--- src/rtl/multicycle_controller.sv ---
`default_nettype none
// ============================================================================
//  Module      : multicycle_controller
//  Description : Moore-style control FSM for a multicycle MIPS-subset datapath
//                (LW, SW, R-type, BEQ, BNE, ADDI, J) with a handshaked memory
//                and an illegal-instruction pulse.
//  Revision    : 1.0  initial release
// ============================================================================
module multicycle_controller #(
    parameter int ALUCW  = 4,
    parameter bit EN_BNE = 1'b1
) (
    input  logic             clk,
    input  logic             reset,
    input  logic [5:0]       op,
    input  logic [5:0]       funct,
    input  logic             zero,
    input  logic             memready,
    output logic             memreq,
    output logic             memwrite,
    output logic             iord,
    output logic             irwrite,
    output logic             regdst,
    output logic             memtoreg,
    output logic             regwrite,
    output logic             alusrca,
    output logic [1:0]       alusrcb,
    output logic [1:0]       pcsrc,
    output logic             pcen,
    output logic [ALUCW-1:0] alucontrol,
    output logic             illop
);

    typedef enum logic [3:0] {
        FETCH   = 4'd0,
        DECODE  = 4'd1,
        MEMADR  = 4'd2,
        MEMRD   = 4'd3,
        MEMWB   = 4'd4,
        MEMWR   = 4'd5,
        RTYPEEX = 4'd6,
        RTYPEWB = 4'd7,
        BEQEX   = 4'd8,
        ADDIEX  = 4'd9,
        ADDIWB  = 4'd10,
        JEX     = 4'd11
    } state_t;

    localparam logic [5:0] OP_R    = 6'b000000;
    localparam logic [5:0] OP_LW   = 6'b100011;
    localparam logic [5:0] OP_SW   = 6'b101011;
    localparam logic [5:0] OP_BEQ  = 6'b000100;
    localparam logic [5:0] OP_BNE  = 6'b000101;
    localparam logic [5:0] OP_ADDI = 6'b001000;
    localparam logic [5:0] OP_J    = 6'b000010;

    localparam logic [ALUCW-1:0] ALU_AND = ALUCW'(3'b000);
    localparam logic [ALUCW-1:0] ALU_OR  = ALUCW'(3'b001);
    localparam logic [ALUCW-1:0] ALU_ADD = ALUCW'(3'b010);
    localparam logic [ALUCW-1:0] ALU_SUB = ALUCW'(3'b110);
    localparam logic [ALUCW-1:0] ALU_SLT = ALUCW'(3'b111);

    state_t           state, next_state;
    // Instruction attributes captured in DECODE so later states never look at op.
    logic             is_sw, next_is_sw;
    logic             is_bne, next_is_bne;
    // Captured in RTYPEEX so the write-back can be cancelled for a bad funct.
    logic             funct_bad, next_funct_bad;
    logic [ALUCW-1:0] funct_alu;
    logic             funct_ok;

    // State register and captured instruction attributes.
    always_ff @(posedge clk or posedge reset) begin
        if (reset) begin
            state     <= FETCH;
            is_sw     <= 1'b0;
            is_bne    <= 1'b0;
            funct_bad <= 1'b0;
        end else begin
            state     <= next_state;
            is_sw     <= next_is_sw;
            is_bne    <= next_is_bne;
            funct_bad <= next_funct_bad;
        end
    end

    // R-type function field to ALU operation; unknown functs yield code 0.
    always_comb begin
        funct_alu = '0;
        funct_ok  = 1'b1;
        case (funct)
            6'b100000: funct_alu = ALU_ADD;
            6'b100010: funct_alu = ALU_SUB;
            6'b100100: funct_alu = ALU_AND;
            6'b100101: funct_alu = ALU_OR;
            6'b101010: funct_alu = ALU_SLT;
            default:   funct_ok  = 1'b0;
        endcase
    end

    // Next-state and per-state outputs; reset forces every output low at once.
    always_comb begin
        next_state     = state;
        next_is_sw     = is_sw;
        next_is_bne    = is_bne;
        next_funct_bad = funct_bad;
        memreq         = 1'b0;
        memwrite       = 1'b0;
        iord           = 1'b0;
        irwrite        = 1'b0;
        regdst         = 1'b0;
        memtoreg       = 1'b0;
        regwrite       = 1'b0;
        alusrca        = 1'b0;
        alusrcb        = 2'b00;
        pcsrc          = 2'b00;
        pcen           = 1'b0;
        alucontrol     = '0;
        illop          = 1'b0;

        case (state)
            FETCH: begin
                memreq     = 1'b1;
                alusrcb    = 2'b01;
                alucontrol = ALU_ADD;
                irwrite    = memready;
                pcen       = memready;
                if (memready) next_state = DECODE;
            end
            DECODE: begin
                alusrcb     = 2'b11;
                alucontrol  = ALU_ADD;
                next_is_sw  = (op == OP_SW);
                next_is_bne = (op == OP_BNE);
                case (op)
                    OP_LW, OP_SW: next_state = MEMADR;
                    OP_R:         next_state = RTYPEEX;
                    OP_BEQ:       next_state = BEQEX;
                    OP_BNE: begin
                        if (EN_BNE) begin
                            next_state = BEQEX;
                        end else begin
                            illop      = 1'b1;
                            next_state = FETCH;
                        end
                    end
                    OP_ADDI:      next_state = ADDIEX;
                    OP_J:         next_state = JEX;
                    default: begin
                        illop      = 1'b1;
                        next_state = FETCH;
                    end
                endcase
            end
            MEMADR: begin
                alusrca    = 1'b1;
                alusrcb    = 2'b10;
                alucontrol = ALU_ADD;
                next_state = is_sw ? MEMWR : MEMRD;
            end
            MEMRD: begin
                memreq = 1'b1;
                iord   = 1'b1;
                if (memready) next_state = MEMWB;
            end
            MEMWB: begin
                regwrite   = 1'b1;
                memtoreg   = 1'b1;
                next_state = FETCH;
            end
            MEMWR: begin
                memreq   = 1'b1;
                memwrite = 1'b1;
                iord     = 1'b1;
                if (memready) next_state = FETCH;
            end
            RTYPEEX: begin
                alusrca        = 1'b1;
                alucontrol     = funct_alu;
                illop          = ~funct_ok;
                next_funct_bad = ~funct_ok;
                next_state     = RTYPEWB;
            end
            RTYPEWB: begin
                regwrite   = ~funct_bad;
                regdst     = 1'b1;
                next_state = FETCH;
            end
            BEQEX: begin
                alusrca    = 1'b1;
                alucontrol = ALU_SUB;
                pcsrc      = 2'b01;
                pcen       = is_bne ? ~zero : zero;
                next_state = FETCH;
            end
            ADDIEX: begin
                alusrca    = 1'b1;
                alusrcb    = 2'b10;
                alucontrol = ALU_ADD;
                next_state = ADDIWB;
            end
            ADDIWB: begin
                regwrite   = 1'b1;
                next_state = FETCH;
            end
            JEX: begin
                pcsrc      = 2'b10;
                pcen       = 1'b1;
                next_state = FETCH;
            end
            default: next_state = FETCH;
        endcase

        if (reset) begin
            memreq     = 1'b0;
            memwrite   = 1'b0;
            iord       = 1'b0;
            irwrite    = 1'b0;
            regdst     = 1'b0;
            memtoreg   = 1'b0;
            regwrite   = 1'b0;
            alusrca    = 1'b0;
            alusrcb    = 2'b00;
            pcsrc      = 2'b00;
            pcen       = 1'b0;
            alucontrol = '0;
            illop      = 1'b0;
            next_state = FETCH;
        end
    end

endmodule
`default_nettype wire
--- config.mk ---
export PLATFORM = sky130hd
export DESIGN_NAME = multicycle_controller
export DESIGN_NICKNAME = d
export VERILOG_FILES = /design/src/rtl/multicycle_controller.sv
export SDC_FILE = /design/constraint.sdc
export NUM_CORES = 1
export LEC_CHECK = 0
export BUFFER_PORTS_ARGS = -buffer_cell sky130_fd_sc_hd__buf_2
export CELL_PAD_IN_SITES_DETAIL_PLACEMENT = 1
export CELL_PAD_IN_SITES_GLOBAL_PLACEMENT = 1
export CORE_ASPECT_RATIO = 2
export CORE_MARGIN = 1.5
export CORE_UTILIZATION = 30
export DETAILED_ROUTE_END_ITERATION = 8
export PLACE_DENSITY_LB_ADDON = 0.1
export SLEW_MARGIN = 20
export SYNTH_ARGS = -nofsm -noshare
export SYNTH_HDL_FRONTEND = slang
export SYNTH_SLANG_ARGS = --single-unit
export TNS_END_PERCENT = 100
--- constraint.sdc ---
create_clock -name clk -period 1.3 [get_ports clk]
set_input_delay 0.065 -clock clk [delete_from_list [all_inputs] [get_ports clk]]
set_output_delay 0.065 -clock clk [all_outputs]
set_load 0.02 [all_outputs]
Word level (Yosys, flattened, before mapping). Cells that the tools add are included. Widths: inputs -> output; s select.

Bitwise logic cells: 3. Equality and inequality tests: 25. Reductions and logical operators: 13. Mux-type cells: 37.

Operator list (count): $eq 6x6->1 const B (7); $pmux 4 s7 (1); $mux 1 (20); $mux 4 (5); $pmux 4 s5 (1); $eq 4x3->1 const B (4); $eq 4x4->1 const B (4); $eq 6x3->1 const B (2); $pmux 3 s4 (1); $reduce_or 2->1 (5); $ne 3x3->1 const B (3); $pmux 3 s3 (1); $eq 4x2->1 const B (2); $reduce_or 4->1 (2); $reduce_or 7->1 (1); $eq 6x2->1 const B (1); $eq 6x4->1 const B (1); $logic_not 6->1 (1); $pmux 2 s3 (1); $reduce_or 5->1 (1); $eq 4x1->1 const B (1); $logic_not 4->1 (1); $mux 2 (2); $pmux 1 s2 (2); other kinds (6) (8).

Flip-flop bits (word level): 7. Output and inout bits: 18. Word-level logic and storage cells: 82. Input port bits: 16.

Logic depth before layout (Yosys ltp). Gate-level depths: netlist (run 1).

Depth in word-level cells: 6. Depth in mapped cells: 6. Depth with buffers taken out: 4.

Worst setup path after synthesis (run 1). Ideal clock, no wire load.

Path type: reg2out. From: register state[2]. To: output pcen. Arrival: 1.698 ns. Data required time: 1.235 ns. Buffers on the path: 1. Stages on the path, launching flop included: 5. Slack: -0.463 ns. Path through: dfrtp_1 buf_2 nor4_1 nand2_1 o31ai_1.

Word-level cells in the longest chain between the ends: 3. Elaborated cells on any way between the ends: 5. Those cells by class: eq/ne (2); mux (2); reduce/logical (1).

RTL lines: start, declared (RTL line 63) `state_t state, next_state;`; start signal, assigned (RTL line 80) `state <= next_state;`; $eq 4x4->1 or $logic_not 4->1 (tied branches) (RTL line 121) `case (state)`; $pmux 1 s3 * (RTL line 121); $mux 1 * (RTL line 214) `if (reset) begin`; end, declared (RTL line 29) `output logic pcen,`.

Every way passes the cells marked *; elsewhere a longest branch is shown, timed or not.

Final worst setup path (run 1).
From: register state[3]. To: output irwrite.

Word-level cells in the longest chain between the ends: 3.

RTL lines: $logic_not 4->1 (RTL line 121); $mux 1 (RTL line 121); $mux 1 (RTL line 214); end, declared (RTL line 22) `output logic irwrite,`.

No other way between the ends.

==> metrics.md, run 1 <==
| Metric | Value |
|---|---|
| Startpoint types | register |
| Drt total wl | 4.108 mm |
| Placed Cells | 193 |
| Outcome | finished with violations |
| Post-synthesis compound-gate area fraction | 0.2173 |
| Crit share post-route | 1.277 |
| IO buf count | 32 |
| Top cell type's share of synthesized area | 0.2056 |
| CP arrival | 1.60 ns |
| Minimum clock period | 1.660 ns |
| Worst Setup Path Type | reg -> out |
| Syn Nets | 129 |
| Die area | 3188 um^2 |
| Tot GR Track Use | 0.2688 |
| Clock transition at path regs | 0.04 ns |
| Pre-CTS setup slack | -0.2055 ns |
| Clk_lat worst skew | 0.23 ns |
| Avg WL per Cell | 19.20 um |
| Row count | 27 |
| Synth top area cells | dfrtp_1 21%, nor2_1 5.3%, nor3b_1 4.4%, nor3_1 4.1%, nor2b_1 3.7% |
| Fraction of synthesized area in multiplexers | 0.02496 |
| Post-route ant nets | 0 |
| Syn_area_per_cell | 7.540 um^2 |
| GR Overflow Total | 0 |
| Final Hold Fails | 0 |
| Post-Synth XOR/XNOR Area | 0.03084 |
| Post-synth ARST share | 1.000 |
| Starting Density | 0.3114 |
| FF+latch count, synth | 7 |
| # nets final | 202 |
| Vias per cell | 5.664 |
| Post-synthesis sequential area ratio | 0.2056 |
| Slew @ Worst Pin | 0.5334 ns |
| H-tree depth | 1 |
| DR iter-0 viols | 18 |
| CTS tree | done |
| Leak | 0.7722 nW |
| Max FO, Critical Path | 5 |
| Failing checks | setup timing |
| I/O pins | 34 |
| DRC violations left | 0 |
| Placer Congestion | 0.7959 |
| Num CTS Buffers | 3 |
| Die W | 40.69 um |
| Initial antenna violation count | 0 |
| Slew Limit Fails | 0 |
| Worst slew margin | 0.6394 |
| Layout cells sized above 1 | 0.7135 |
| DP HPWL | 2.759 mm |
| Fin cells | 214 |
| Final setup viols | 23 |
| Final Skew | 0.001889 ns |
| Post-synth EDFFs | 0 |
| TritonRoute pass-1 iters | 4 |
| Largest family of logic cells by synthesized area | simple AND/OR/NAND/NOR gates |
| Hold Slack | 0.1100 ns |
| Clock Path Buffers | 2 |
| Syn Inst Count | 113 |
| First-pass GRT wire length | 5.871 mm |
| Power Density | 534.9 nW/um^2 |
| Post-synth top flop | dfrtp_1 |
| HP Class | in -> async |
| Unrepaired setup endpoints after global routing | true |
| Synthesis-to-layout area growth | 112.6% |
| Synth Warn # | 0 |
| Final setup margin | -0.3603 ns |
| CORE AREA | 2736 um^2 |
| Number of diodes | 0 |
| Required @ worst endpoint | 1.24 ns |
| Die Height | 78.37 um |
| F_max | 602.3 MHz |
| Area share of and/or/nand/nor cells after synthesis | 0.4449 |
| Post-synth top area cell | dfrtp_1 |
| Number of max-cap violations | 0 |
| Hold bufs inserted after CTS | 0 |
| Root buffer cell | clkbuf_8 |
| Clock Sinks | 7 |
| Post-Synth Adder-Cell Area | 0 |
| Vias in the first global route | 1275 |
| Largest net degree at the start of global routing | 11 |
| Worst vdd ir | 0.5115 mV |
| Post-synthesis cell type count | 44 |
| Worst setup EP type | primary output |
| Vias | 1212 |
| Post-Syn Area | 852.1 um^2 |
==> area by class of cell <==
type	instances	area (um^2)
tap	29	36.28
timing repair buffer	77	638.1
multi-input combinational	95	904.6
inverter	2	7.507
clock buffer	4	45.04
sequential	7	180.2
fill	310	924.6
==> worst max-delay path, stage by stage, from the launching register on <==
cell and delay (ns):
dfrtp_2 0.44, or3_4 0.46, nor4b_4 0.29, buf_4 0.18
==> layer usage <==
layer,part of all wire,wire length [um],vias to the layer above,track usage
met5,0,0,-,0
met4,0.036,146,0,0.08000
met3,0.025,103,18,0.03107
met2,0.62,2556,36,0.5317
met1,0.32,1301,591,0.2456
li1,-,-,567,-
==> through the flow <==
stage | cell area [um^2] | power (mW) | setup TNS [ns] | utilization
global placement | 1321 | 0.5198 | -1.687 | 0.4829
CTS | 1643 | 0.9308 | -4.448 | 0.6004
detailed placement | 1321 | 0.5290 | -2.315 | 0.4829
finish | 1812 | 0.9691 | -5.419 | 0.6621
floorplan | 1001 | 0.4044 | -0.2665 | -
global route | 1812 | 1.031 | -6.808 | 0.6621
==> where the power goes <==
group          switching (mW)  internal, mW  total [mW]
combinational           0.209         0.211       0.420
clock                  0.0969         0.212       0.309
sequential             0.0139         0.226       0.240
total                   0.320         0.649       0.969
==> cell usage after synthesis, types with 2 or more instances <==
cell type / count
nor2_1: 12
nand2b_1: 4
a31oi_1: 3
a32o_1: 2
nor2b_1: 5
nand3_1: 4
nor4b_1: 3
buf_4: 3
nor3_1: 7
nor4_1: 2
a21oi_1: 6
nand3b_1: 2
nand2_1: 6
a211oi_1: 2
clkbuf_1: 3
o31ai_1: 2
o21ai_0: 5
or3_1: 3
xor2_1: 2
dfrtp_1: 7
nor3b_1: 5
or4_1: 2
inv_1: 2
==> layout by cell type (no fill, tap or decap), types with 3 or more instances in the layout <==
cell type  Yosys  layout
a21oi_1        6       3
buf_2          1      15
buf_4          3      36
buf_6          1      26
clkbuf_8       0       3
dfrtp_1        7       3
dfrtp_2        0       4
nand2_1        6       4
nand2b_4       1       4
nand3_1        4       4
nor2_1        12       5
nor2_2         0       4
nor2_4         0       3
nor2b_1        5       3
nor3_2         0       5
nor3b_2        0       3
nor4b_4        0       3
or3_4          0       3
==> logic make-up (layout without fill, tap and decap cells) <==
kind of cell,after synthesis,after routing
AOI/OAI and AO/OA,27,27
and+or+nand+nor,62,62
DFF,7,7
other,1,1
buffers and inverters,11,83
muxes,2,2
xor gates and xnor gates,3,3
==> repair_timing <==
item                                    4_1_cts  5_1_grt
endpoints found under the hold margin         0        0
gates resized for setup                      61       25
pin swaps                                     9       10
buffers inserted                              9        8
endpoints found under the setup margin       23       23
==> sequential cells by signal, summed over array words and instances, names as in the netlist <==
| signal | cells |
|---|---|
| state | 4 |
| funct_bad | 1 |
| is_bne | 1 |
| is_sw | 1 |
==> final timing paths <==
| kind | start | end | slack, ns | cells after the start |
|---|---|---|---|---|
| hold / removal | reset | is_sw$_DFFE_PP0P_ | 0.11 | 4 |
| min in group clk | reset | state[1]$_DFFE_PP0P_ | 0.14 | 2 |
| setup / recovery | state[3]$_DFFE_PP0P_ | irwrite | -0.36 | 3 |
| max in group asynchronous | reset | state[1]$_DFFE_PP0P_ | 1.05 | 4 |
| hold reg to reg | is_bne$_DFFE_PP0P_ | is_bne$_DFFE_PP0P_ | 0.55 | 2 |
| setup reg to reg | state[0]$_DFFE_PP0P_ | is_sw$_DFFE_PP0P_ | -0.21 | 5 |
Note: power is estimated with default switching activity, not from simulation.
==> run 2: changes to the inputs <==
Settings changed: GPL_TIMING_DRIVEN set to 0.
Clock period 1.3 ns to 1.51 ns, I/O delays scaled along.
==> metrics.md, run 2 (synthesized netlist as in run 1, its figures left out) <==
| Metric | Value |
|---|---|
| Worst Setup Path Type | reg -> out |
| Worst slew margin | 0.6486 |
| Final Hold Fails | 0 |
| Clock Path Buffers | 2 |
| Flop pwr share | 0.268 |
| DP HPWL | 2.409 mm |
| Fin cells | 193 |
| Vias | 1109 |
| Number of max-cap violations | 0 |
| Placer Congestion | 0.8168 |
| Row count | 27 |
| Num CTS Buffers | 3 |
| Max stage delay cell, worst path | dfrtp_1 |
| Outcome | finished with violations |
| Drt total wl | 3.364 mm |
| Final Skew | 0.0007974 ns |
| Minimum clock period | 1.750 ns |
| M1 wire length | 1.231 mm |
| Root buffer cell | clkbuf_8 |
| Final instance area | 1401 um^2 |
| Number of diodes | 0 |
| H-tree depth | 1 |
| Required @ worst endpoint | 1.43 ns |
| Starting Density | 0.3114 |
| Most frequent CP cell | buf_6 |
| CP arrival | 1.67 ns |
| P_int | 500.9 uW |
| HP Class | in -> reg |
| DR iter-0 viols | 23 |
| Initial antenna violation count | 0 |
| Largest net degree at the start of global routing | 13 |
| Commonest non-fill, non-tap cells in the layout | 25 x buf_4, 20 x buf_2, 9 x nor2_1 |
| Clock Sinks | 7 |
| Routed wl met3 | 93 um |
| Final setup margin | -0.2396 ns |
| Max FFs per register | 4 |
| CP Depth | 6 |
| Worst vdd ir | 0.4759 mV |
| Slowest cell delay on critical path | 0.41 ns |
| Switching power | 234.4 uW |
| CTS tree | done |
| Die area | 3188 um^2 |
| Max FO, Critical Path | 6 |
| CORE AREA | 2736 um^2 |
| Sw Share | 0.3188 |
| Clock group share of total power | 0.360 |
| Unrepaired setup endpoints after global routing | true |
| GR Overflow Total | 0 |
| Vias in the first global route | 1122 |
| I/O pins | 34 |
| First-pass GRT wire length | 5.175 mm |
| F_max | 571.6 MHz |
| TritonRoute pass-1 iters | 4 |
| CP Buf/Inv Count | 3 |
| Crit path max-delay family | buffers and inverters |
| Die W | 40.69 um |
| Top Metal Used | met4 |
| Placed Cells | 174 |
| Most common cell after layout, fill and taps aside | buf_4 |
| Clk_lat worst skew | 0.23 ns |
| Worst setup EP type | primary output |
| Failing checks | setup timing |
| Comb pwr share | 0.372 |
| Largest Register | state |
| Reg2Reg Depth | 6 |
| Avg WL per Cell | 17.43 um |
| Layout cells sized above 1 | 0.4878 |
| Vias per cell | 5.746 |
| Slew Limit Fails | 0 |
| Area after DPL | 1066 um^2 |
| Hold Slack | 0.1613 ns |
| Power Density | 524.7 nW/um^2 |
| Clock transition at path regs | 0.04 ns |
| Tot GR Track Use | 0.2308 |
| Crit path cell chain | buf_6 -> buf_6 -> nor4b_4 -> a31oi_1 -> o31ai_1 -> buf_2 |
| Leak | 0.6143 nW |
| DRC violations left | 0 |
| Number of stages on the worst hold path | 3 |
| Die Height | 78.37 um |
| IO buf count | 32 |
| Slew @ Worst Pin | 0.5271 ns |
| # nets final | 181 |
| Crit share post-route | 1.159 |
| Final setup viols | 13 |
| Synthesis-to-layout area growth | 64.46% |
| Startpoint types | register |
| WL met2 | 1.960 mm |
| Post-route ant nets | 0 |
==> run 2: worst register-to-register path: cells and delay by family, from the launching register on <==
family                 cells  cell delay (ns)
and+or+nand+nor            3             0.68
buffers and inverters      2             0.26
DFF                        1             0.33
AOI/OAI and AO/OA          1             0.17
==> run 2: final timing paths <==
kind / startpoint / endpoint / slack (ns)
min in group asynchronous: reset / funct_bad$_DFFE_PP0P_ / 0.47
setup / recovery: state[1]$_DFFE_PP0P_ / pcen / -0.24
setup reg to reg: state[0]$_DFFE_PP0P_ / is_sw$_DFFE_PP0P_ / 0.01
hold / removal: op[0] / is_bne$_DFFE_PP0P_ / 0.16
hold reg to reg: is_bne$_DFFE_PP0P_ / is_bne$_DFFE_PP0P_ / 0.50
max in group asynchronous: reset / state[3]$_DFFE_PP0P_ / 0.77
==> run 2: area by class of cell <==
type                       count  area [um^2]
buffer                         8        88.84
sequential                     7        176.4
clock buffer                   4        45.04
inverter                       2        7.507
fill                         345         1335
timing repair buffer          48        324.1
multi-input combinational     95        723.2
tap                           29        36.28
==> run 2: power groups by stage <==
stage,registers (mW),logic (mW),clock network [mW]
after floorplan,0.198,0.123,0
final,0.197,0.273,0.265
after detailed placement,0.199,0.197,0
after global routing,0.198,0.295,0.287
after global placement,0.199,0.192,0
after CTS,0.197,0.252,0.272
==> run 2: through the flow <==
step	util	TNS [ns]	setup WS (ns)	power, mW
3_5_place_dp	0.3896	-1.539	-0.3075	0.3960
2_1_floorplan	-	-0.3063	-0.1212	0.3217
3_3_place_gp	0.3896	-1.195	-0.2767	0.3912
6_report	0.5121	-1.854	-0.2396	0.7353
5_1_grt	0.5121	-2.875	-0.3296	0.7802
4_1_cts	0.4829	-1.599	-0.2381	0.7204
==> run 2: what timing repair did <==
item                                   CTS  global route
pin swaps                                7             4
endpoints found under the hold margin    7             0
gates resized for setup                 30            16
gates cloned                             0             0
setup endpoints to repair               17            20
buffers inserted                        13             2
hold buffers                             1             0
==> run 2: per-layer routing <==
| metal | up-vias | GRT usage |
|---|---|---|
| met5 | - | 0 |
| met4 | 0 | 0.1133 |
| met3 | 8 | 0.02260 |
| met2 | 35 | 0.4111 |
| met1 | 543 | 0.2406 |
| li1 | 523 | - |
